==> src/rtl/pipe_core_pkg.sv <==
// Shared decode constants, ALU/forward selectors and stage-register control structs for pipe_core_fwd.
// Build option: FWD_EN (see pipe_core_fwd.sv).
package pipe_core_pkg;

  localparam logic [6:0] OPC_OP_IMM = 7'b0010011;
  localparam logic [6:0] OPC_OP     = 7'b0110011;
  localparam logic [6:0] OPC_LOAD   = 7'b0000011;
  localparam logic [6:0] OPC_STORE  = 7'b0100011;

  localparam logic [2:0] F3_ADD = 3'b000;
  localparam logic [2:0] F3_SLT = 3'b010;
  localparam logic [2:0] F3_XOR = 3'b100;
  localparam logic [2:0] F3_OR  = 3'b110;
  localparam logic [2:0] F3_AND = 3'b111;
  localparam logic [2:0] F3_LW  = 3'b010;
  localparam logic [2:0] F3_SW  = 3'b010;

  localparam logic [6:0] F7_BASE = 7'b0000000;
  localparam logic [6:0] F7_SUB  = 7'b0100000;

  typedef enum logic [2:0] {ALU_ADD, ALU_SUB, ALU_AND, ALU_OR, ALU_XOR, ALU_SLT} alu_op_e;
  typedef enum logic [1:0] {FWD_RF, FWD_EXMEM, FWD_MEMWB} fwd_sel_e;

  // Control-only structs; XLEN-wide data travels in parallel registers since width is a module parameter.
  typedef struct packed {
    logic       valid;
    alu_op_e    alu_op;
    logic       use_imm;
    logic       is_load;
    logic       is_store;
    logic       we;
    logic [4:0] rd;
    logic [4:0] rs1;
    logic [4:0] rs2;
  } id_ex_t;

  typedef struct packed {
    logic       valid;
    logic       is_load;
    logic       is_store;
    logic       we;
    logic [4:0] rd;
  } ex_mem_t;

  typedef struct packed {
    logic       valid;
    logic       we;
    logic [4:0] rd;
  } mem_wb_t;

  // A valid older writer of a non-zero rd that matches a source actually read.
  function automatic logic raw_hit(input logic valid, input logic we, input logic [4:0] rd,
                                   input logic [4:0] rs, input logic used);
    return valid && we && (rd != 5'd0) && (rd == rs) && used;
  endfunction

endpackage

==> src/rtl/pipe_core_regfile.sv <==
// NREG x XLEN register file: two combinational reads, one write, write-through, x0 hardwired to 0.
module pipe_core_regfile #(
  parameter int XLEN = 32,
  parameter int NREG = 32,
  parameter int AW   = 5
) (
  input  logic            clk,
  input  logic            rst_n,
  input  logic            we,
  input  logic [AW-1:0]   waddr,
  input  logic [XLEN-1:0] wdata,
  input  logic [AW-1:0]   raddr1,
  input  logic [AW-1:0]   raddr2,
  output logic [XLEN-1:0] rdata1,
  output logic [XLEN-1:0] rdata2
);

  logic [XLEN-1:0] regs [NREG];

  always_ff @(posedge clk or negedge rst_n) begin
    if (!rst_n) begin
      for (int i = 0; i < NREG; i++) regs[i] <= '0;
    end else if (we && (waddr != '0)) begin
      regs[waddr] <= wdata;
    end
  end

  // Same-cycle WB write is visible to the ID read.
  assign rdata1 = (raddr1 == '0) ? '0 : ((we && (waddr == raddr1)) ? wdata : regs[raddr1]);
  assign rdata2 = (raddr2 == '0) ? '0 : ((we && (waddr == raddr2)) ? wdata : regs[raddr2]);

endmodule

==> src/rtl/pipe_core_fwd.sv <==
// 5-stage in-order RV32I-subset pipeline (IF/ID/EX/MEM/WB) with retire port and perf counters.
// Define FWD_EN to enable the EX bypass network (load-use stalls only); otherwise RAW hazards interlock.
module pipe_core_fwd
  import pipe_core_pkg::*;
#(
  parameter int              XLEN     = 32,
  parameter int              NREG     = 32,
  parameter int              CNT_W    = 16,
  parameter logic [XLEN-1:0] RESET_PC = '0
) (
  input  logic             clk,
  input  logic             rst_n,
  output logic [XLEN-1:0]  imem_addr,
  input  logic [31:0]      imem_insn,
  output logic [XLEN-1:0]  dmem_addr,
  output logic [XLEN-1:0]  dmem_wdata,
  output logic             dmem_wen,
  input  logic [XLEN-1:0]  dmem_rdata,
  output logic             retire_valid,
  output logic [XLEN-1:0]  retire_pc,
  output logic [4:0]       retire_rd,
  output logic [XLEN-1:0]  retire_data,
  output logic             illegal_seen,
  output logic [CNT_W-1:0] cycle_cnt,
  output logic [CNT_W-1:0] stall_cnt
);

`ifdef FWD_EN
  localparam bit FWD_ON = 1'b1;
`else
  localparam bit FWD_ON = 1'b0;
`endif

  localparam int         RW       = $clog2(NREG);
  localparam logic [4:0] REG_MASK = 5'(NREG - 1);

  logic [XLEN-1:0]  pc;
  logic             if_valid;
  logic [31:0]      if_insn;
  logic [XLEN-1:0]  if_pc;
  id_ex_t           id_ex;
  logic [XLEN-1:0]  id_ex_pc, id_ex_a, id_ex_b, id_ex_imm;
  ex_mem_t          ex_mem;
  logic [XLEN-1:0]  ex_mem_pc, ex_mem_res, ex_mem_wdata;
  mem_wb_t          mem_wb;
  logic [XLEN-1:0]  mem_wb_pc, mem_wb_data;
  logic             illegal_q;
  logic [CNT_W-1:0] cyc_q, stall_q;

  id_ex_t           dec;
  logic [XLEN-1:0]  dec_imm, imm_i, imm_s, rf_rd1, rf_rd2;
  logic             dec_legal, dec_use_rs2, use_rs1, use_rs2;
  logic             hit_ex, hit_mem, stall;
  fwd_sel_e         sel_a, sel_b;
  logic [XLEN-1:0]  op_a, op_b, alu_b, alu_res;
  logic [2:0]       f3;
  logic [6:0]       f7;

  assign f3    = if_insn[14:12];
  assign f7    = if_insn[31:25];
  assign imm_i = {{(XLEN-12){if_insn[31]}}, if_insn[31:20]};
  assign imm_s = {{(XLEN-12){if_insn[31]}}, if_insn[31:25], if_insn[11:7]};

  always_comb begin
    dec         = '0;
    dec.rd      = if_insn[11:7] & REG_MASK;
    dec.rs1     = if_insn[19:15] & REG_MASK;
    dec.rs2     = if_insn[24:20] & REG_MASK;
    dec_imm     = imm_i;
    dec_legal   = 1'b0;
    dec_use_rs2 = 1'b0;
    case (if_insn[6:0])
      OPC_OP_IMM: begin
        dec_legal   = 1'b1;
        dec.we      = 1'b1;
        dec.use_imm = 1'b1;
        case (f3)
          F3_ADD:  dec.alu_op = ALU_ADD;
          F3_SLT:  dec.alu_op = ALU_SLT;
          F3_XOR:  dec.alu_op = ALU_XOR;
          F3_OR:   dec.alu_op = ALU_OR;
          F3_AND:  dec.alu_op = ALU_AND;
          default: dec_legal  = 1'b0;
        endcase
      end
      OPC_OP: begin
        dec.we      = 1'b1;
        dec_use_rs2 = 1'b1;
        dec_legal   = (f7 == F7_BASE) || ((f7 == F7_SUB) && (f3 == F3_ADD));
        case (f3)
          F3_ADD:  dec.alu_op = (f7 == F7_SUB) ? ALU_SUB : ALU_ADD;
          F3_XOR:  dec.alu_op = ALU_XOR;
          F3_OR:   dec.alu_op = ALU_OR;
          F3_AND:  dec.alu_op = ALU_AND;
          default: dec_legal  = 1'b0;
        endcase
      end
      OPC_LOAD: begin
        dec_legal   = (f3 == F3_LW);
        dec.we      = 1'b1;
        dec.use_imm = 1'b1;
        dec.is_load = 1'b1;
      end
      OPC_STORE: begin
        dec_legal    = (f3 == F3_SW);
        dec.use_imm  = 1'b1;
        dec.is_store = 1'b1;
        dec.rd       = 5'd0;
        dec_imm      = imm_s;
        dec_use_rs2  = 1'b1;
      end
      default: dec_legal = 1'b0;
    endcase
    dec.valid = if_valid && dec_legal;
  end

  pipe_core_regfile #(.XLEN(XLEN), .NREG(NREG), .AW(RW)) u_regfile (
    .clk    (clk),
    .rst_n  (rst_n),
    .we     (mem_wb.valid && mem_wb.we),
    .waddr  (mem_wb.rd[RW-1:0]),
    .wdata  (mem_wb_data),
    .raddr1 (dec.rs1[RW-1:0]),
    .raddr2 (dec.rs2[RW-1:0]),
    .rdata1 (rf_rd1),
    .rdata2 (rf_rd2)
  );

  // With bypass only a load in EX blocks ID; without it any producer in EX or MEM does.
  assign use_rs1 = dec.valid;
  assign use_rs2 = dec.valid && dec_use_rs2;
  assign hit_ex  = raw_hit(id_ex.valid, id_ex.we, id_ex.rd, dec.rs1, use_rs1) ||
                   raw_hit(id_ex.valid, id_ex.we, id_ex.rd, dec.rs2, use_rs2);
  assign hit_mem = raw_hit(ex_mem.valid, ex_mem.we, ex_mem.rd, dec.rs1, use_rs1) ||
                   raw_hit(ex_mem.valid, ex_mem.we, ex_mem.rd, dec.rs2, use_rs2);
  assign stall   = FWD_ON ? (hit_ex && id_ex.is_load) : (hit_ex || hit_mem);

  always_comb begin
    sel_a = FWD_RF;
    sel_b = FWD_RF;
    if (FWD_ON) begin
      if (raw_hit(ex_mem.valid && !ex_mem.is_load, ex_mem.we, ex_mem.rd, id_ex.rs1, 1'b1))
        sel_a = FWD_EXMEM;
      else if (raw_hit(mem_wb.valid, mem_wb.we, mem_wb.rd, id_ex.rs1, 1'b1))
        sel_a = FWD_MEMWB;
      if (raw_hit(ex_mem.valid && !ex_mem.is_load, ex_mem.we, ex_mem.rd, id_ex.rs2, 1'b1))
        sel_b = FWD_EXMEM;
      else if (raw_hit(mem_wb.valid, mem_wb.we, mem_wb.rd, id_ex.rs2, 1'b1))
        sel_b = FWD_MEMWB;
    end
  end

  always_comb begin
    case (sel_a)
      FWD_EXMEM: op_a = ex_mem_res;
      FWD_MEMWB: op_a = mem_wb_data;
      default:   op_a = id_ex_a;
    endcase
    case (sel_b)
      FWD_EXMEM: op_b = ex_mem_res;
      FWD_MEMWB: op_b = mem_wb_data;
      default:   op_b = id_ex_b;
    endcase
    alu_b = id_ex.use_imm ? id_ex_imm : op_b;
    case (id_ex.alu_op)
      ALU_SUB: alu_res = op_a - alu_b;
      ALU_AND: alu_res = op_a & alu_b;
      ALU_OR:  alu_res = op_a | alu_b;
      ALU_XOR: alu_res = op_a ^ alu_b;
      ALU_SLT: alu_res = {{(XLEN-1){1'b0}}, ($signed(op_a) < $signed(alu_b))};
      default: alu_res = op_a + alu_b;
    endcase
  end

  always_ff @(posedge clk or negedge rst_n) begin
    if (!rst_n) begin
      pc       <= RESET_PC;
      if_valid <= 1'b0;
      if_insn  <= '0;
      if_pc    <= '0;
    end else if (!stall) begin
      pc       <= pc + XLEN'(4);
      if_valid <= 1'b1;
      if_insn  <= imem_insn;
      if_pc    <= pc;
    end
  end

  always_ff @(posedge clk or negedge rst_n) begin
    if (!rst_n) begin
      id_ex        <= '0;
      id_ex_pc     <= '0;
      id_ex_a      <= '0;
      id_ex_b      <= '0;
      id_ex_imm    <= '0;
      ex_mem       <= '0;
      ex_mem_pc    <= '0;
      ex_mem_res   <= '0;
      ex_mem_wdata <= '0;
      mem_wb       <= '0;
      mem_wb_pc    <= '0;
      mem_wb_data  <= '0;
    end else begin
      id_ex           <= stall ? '0 : dec;
      id_ex_pc        <= if_pc;
      id_ex_a         <= rf_rd1;
      id_ex_b         <= rf_rd2;
      id_ex_imm       <= dec_imm;
      ex_mem.valid    <= id_ex.valid;
      ex_mem.is_load  <= id_ex.is_load;
      ex_mem.is_store <= id_ex.is_store;
      ex_mem.we       <= id_ex.we;
      ex_mem.rd       <= id_ex.rd;
      ex_mem_pc       <= id_ex_pc;
      ex_mem_res      <= alu_res;
      ex_mem_wdata    <= op_b;
      mem_wb.valid    <= ex_mem.valid;
      mem_wb.we       <= ex_mem.we;
      mem_wb.rd       <= ex_mem.rd;
      mem_wb_pc       <= ex_mem_pc;
      mem_wb_data     <= ex_mem.is_load  ? dmem_rdata :
                         ex_mem.is_store ? ex_mem_wdata : ex_mem_res;
    end
  end

  always_ff @(posedge clk or negedge rst_n) begin
    if (!rst_n) begin
      illegal_q <= 1'b0;
      cyc_q     <= '0;
      stall_q   <= '0;
    end else begin
      cyc_q <= cyc_q + 1'b1;
      if (stall) stall_q <= stall_q + 1'b1;
      if (if_valid && !dec_legal) illegal_q <= 1'b1;
    end
  end

  assign imem_addr    = pc;
  assign dmem_addr    = ex_mem_res;
  assign dmem_wdata   = ex_mem_wdata;
  assign dmem_wen     = ex_mem.valid && ex_mem.is_store;
  assign retire_valid = mem_wb.valid;
  assign retire_pc    = mem_wb_pc;
  assign retire_rd    = mem_wb.rd;
  assign retire_data  = mem_wb_data;
  assign illegal_seen = illegal_q;
  assign cycle_cnt    = cyc_q;
  assign stall_cnt    = stall_q;

endmodule

==> config.mk <==
export PLATFORM = sky130hd
export DESIGN_NAME = pipe_core_fwd
export DESIGN_NICKNAME = d
export VERILOG_FILES = /design/src/rtl/pipe_core_pkg.sv /design/src/rtl/pipe_core_regfile.sv /design/src/rtl/pipe_core_fwd.sv
export SDC_FILE = /design/constraint.sdc
export NUM_CORES = 2
export LEC_CHECK = 0
export ABC_AREA = 1
export CORE_ASPECT_RATIO = 1.25
export CORE_UTILIZATION = 30
export CTS_CLUSTER_DIAMETER = 80
export DETAILED_ROUTE_END_ITERATION = 8
export SYNTH_ARGS = -nofsm -noshare
export SYNTH_HDL_FRONTEND = slang
export SYNTH_SLANG_ARGS = --single-unit
==> constraint.sdc <==
create_clock -name clk -period 4.05 [get_ports clk]
set_clock_uncertainty 0.05 [all_clocks]
set_input_delay 0.81 -clock clk [delete_from_list [all_inputs] [get_ports clk]]
set_output_delay 0.81 -clock clk [all_outputs]
set_load 0.1 [all_outputs]
==> flow_summary.ini <==
[status]
status = finished, final reports clean

[final_layout]
drive_gt1_share_pct = 6.013
design_area_um2 = 87630
synthToLayoutAreaGrowth_pct = 13.63
fin_nets = 9911
final_util_pct = 34.38

[worst_setup_path]
worstSetupEndpointType = output pin
path_class = reg -> out
r2r-start = id_ex[18]$_DFF_PN0_
r2r_slack_ps = 490
crit_path_cell_trace = clkdlybuf4s50_1
arrival_ps = 2820
slowest_stage = clkdlybuf4s50_1
startpoint = retire_data[1]$_DFF_PN0_
crit_end = retire_data[1]
r2r_cells = 16
crit_family = buffers and inverters
critPathBufInv = 1
cp.depth = 1
crit_path_max_incr_delay_ps = 1260
crit_required_ps = 3190
cp_max_fo = 4
cp-start-kind = flop
r2r_end = dmem_addr[0]$_DFF_PN0_

[power]
power_density_nw_per_um2 = 450.1
power.leakage_uw = 0.03862
p_total_uw = 39450
peakVddDrop_mv = 0.4100

[detailed_routing]
drtIter0Drc = 8853
antenna_left = 0
drcViolationCount = 0
viasPerCell = 5.373
wirelength_um = 304800
drt_pass1_iterations = 7
wl_per_cell_um = 23.09
via_count = 70904

[floorplanning]
dieArea_um2 = 259100
rows = 207
die_w_um = 455.5
die_y_um = 568.8
core_um2 = 254900
ios = 266
initial_core_util_pct = 30.26

[sta]
rsz0062_at_grt = no
finalMaxSlewViolations = 0
fin_setup_tns_ps = 0
setup_viol = 0
worstMarginPinSlew_ps = 1189
hold_violations = 0
setup_ws_ps = 373.5
period_needed_ps = 3677
max_freq_mhz = 272.0
finalCritPeriodShare_pct = 90.78
slew_headroom_pct = 20.76

[global_route]
grtUsageTotal_pct = 22.92
grt_pass1_vias = 66079
grt_pass1_wl_um = 448700
grt_start_max_net_pins = 199
grt_overflow = 0
grt_antenna_before_repair = 16

[cts]
cts-resized-gates = 0
clk_latency_ps = 830
cts_buffer_depth = 4
cts_tree = yes
clock-root-buffer = clkbuf_16
numClockSinks = 1441
numCtsBuffers = 156
htree_levels = 4
worst_setup_hold_path_clk_slew_ps = 70
cts-hold-fix-buffers = 1
post-cts-setup-buffers = 0

[min_path]
hp-class = reg -> reg

[placed_design]
numPortBuffers = 261
dp_hpwl_um = 193700
gp_congestion = 0.9548
dpl_cell_area_um2 = 82490
pre_cts_ws_ps = 593.8

[flow_run]
maxCapViolCount = 0

[logic_synthesis]
synth-seq-cells = 1441
synth-seq-area-share_pct = 46.76
yosys_warnings = 0
synth_area_per_cell_um2 = 7.756
synth_area_um2 = 77110
synthCells = 9943
synth_cell_types = 52
[metrics by stage]
step                      instances  hold WS [ps]
after floorplan                9946         281.2
after global placement        12923         281.6
after detailed placement      12923         284.7
after CTS                     13189         291.5
after global routing          13193         302.4
final                         13197         287.6
[cell usage after synthesis, drive strengths merged]
library cell	n	area (µm²)
a2111o	1	11.26
a21boi	1	7.510
a21oi	781	3913
a221oi	16	146.4
a31oi	9	56.30
and2	4	25.02
buf	374	2190
clkbuf	471	1772
clkinv	2	7.510
conb	2	7.510
dfrtp	1441	36060
fa	2	40.04
ha	105	1314
inv	865	3252
nand2	2110	8030
nand3	798	4134
nand3b	4	30.03
nand4	47	294.0
nor2	359	1358
nor3	82	505.5
nor3b	1	7.510
nor4	9	56.30
o211a	1	10.01
o211ai	460	3453
o21a	1	7.510
o21ai	1886	9548
o21ba	1	10.01
o21bai	7	52.55
o221ai	6	52.55
o22ai	20	125.1
o311ai	3	26.28
or2	14	87.58
xnor2	21	183.9
xor2	39	341.6
[cells in the final DEF (no fill, tap or decap), types with 158 or more instances in the layout]
master / synthesis / layout
o21ai_1: 720 / 720
nand3_1: 785 / 785
nand2_1: 2092 / 2089
clkbuf_16: 0 / 158
o211ai_1: 460 / 460
dfrtp_1: 1441 / 1431
clkdlybuf4s50_1: 0 / 248
inv_1: 852 / 849
o21ai_0: 1137 / 1137
buf_4: 68 / 167
a21oi_1: 780 / 780
nor2_1: 355 / 350
[state kept, by name, indices dropped and copies added, names as in the netlist, 32 cells and up]
| signal | cells |
|---|---|
| dmem_addr | 32 |
| dmem_wdata | 32 |
| id_ex_a | 32 |
| id_ex_b | 32 |
| if_insn | 32 |
| retire_data | 32 |
| u_regfile.regs | 1024 |
[routing by layer]
metal	vias up	part of all wire (%)	GRT usage, %
met5	-	0.011	0
met4	4	7.1	14.69
met3	812	7.7	3.511
met2	3209	47	37.46
met1	33904	39	28.18
li1	32975	-	-
[cells by family (layout without fill, tap and decap cells)]
kind of cell | after synthesis | after routing | share of synthesized area (%)
other | 2 | 13 | 0.009739
AO/OA/AOI/OAI | 3193 | 3193 | 22.59
buffers and inverters | 1712 | 1611 | 9.364
XOR/XNOR | 60 | 60 | 0.6815
adder cells (fa/ha/maj) | 107 | 107 | 1.756
AND/OR/NAND/NOR | 3428 | 3428 | 18.84
flip-flops | 1441 | 1441 | 46.76
[worst min path at each step]
stage | start | end | slack, ps | depth (start not counted)
CTS | ex_mem_pc[16]$_DFF_PN0_ | retire_pc[16]$_DFF_PN0_ | 290 | 0
global route | ex_mem_pc[16]$_DFF_PN0_ | retire_pc[16]$_DFF_PN0_ | 300 | 0
finish | ex_mem_pc[16]$_DFF_PN0_ | retire_pc[16]$_DFF_PN0_ | 290 | 0
global placement | ex_mem_pc[26]$_DFF_PN0_ | retire_pc[26]$_DFF_PN0_ | 280 | 0
floorplan | id_ex[16]$_DFF_PN0_ | ex_mem[6]$_DFF_PN0_ | 280 | 0
detailed placement | id_ex[17]$_DFF_PN0_ | ex_mem[7]$_DFF_PN0_ | 280 | 0
[power breakdown]
part           internal [µW]  total, µW  switching, µW
clock network           8600      14700           6120
registers              14800      15900           1070
logic                   1870       8870           7010
[final cells by class]
class | count | area [µm²]
clock buffers | 217 | 4486
repair buffers | 479 | 5015
well taps | 3344 | 4184
multi-input cells | 6793 | 33930
diodes | 8 | 20.02
fillers | 26894 | 167200
flip-flops and latches | 1441 | 36100
inverters | 867 | 3276
clock inverters | 48 | 625.6
No activity file was read; power rests on OpenSTA's default activity.
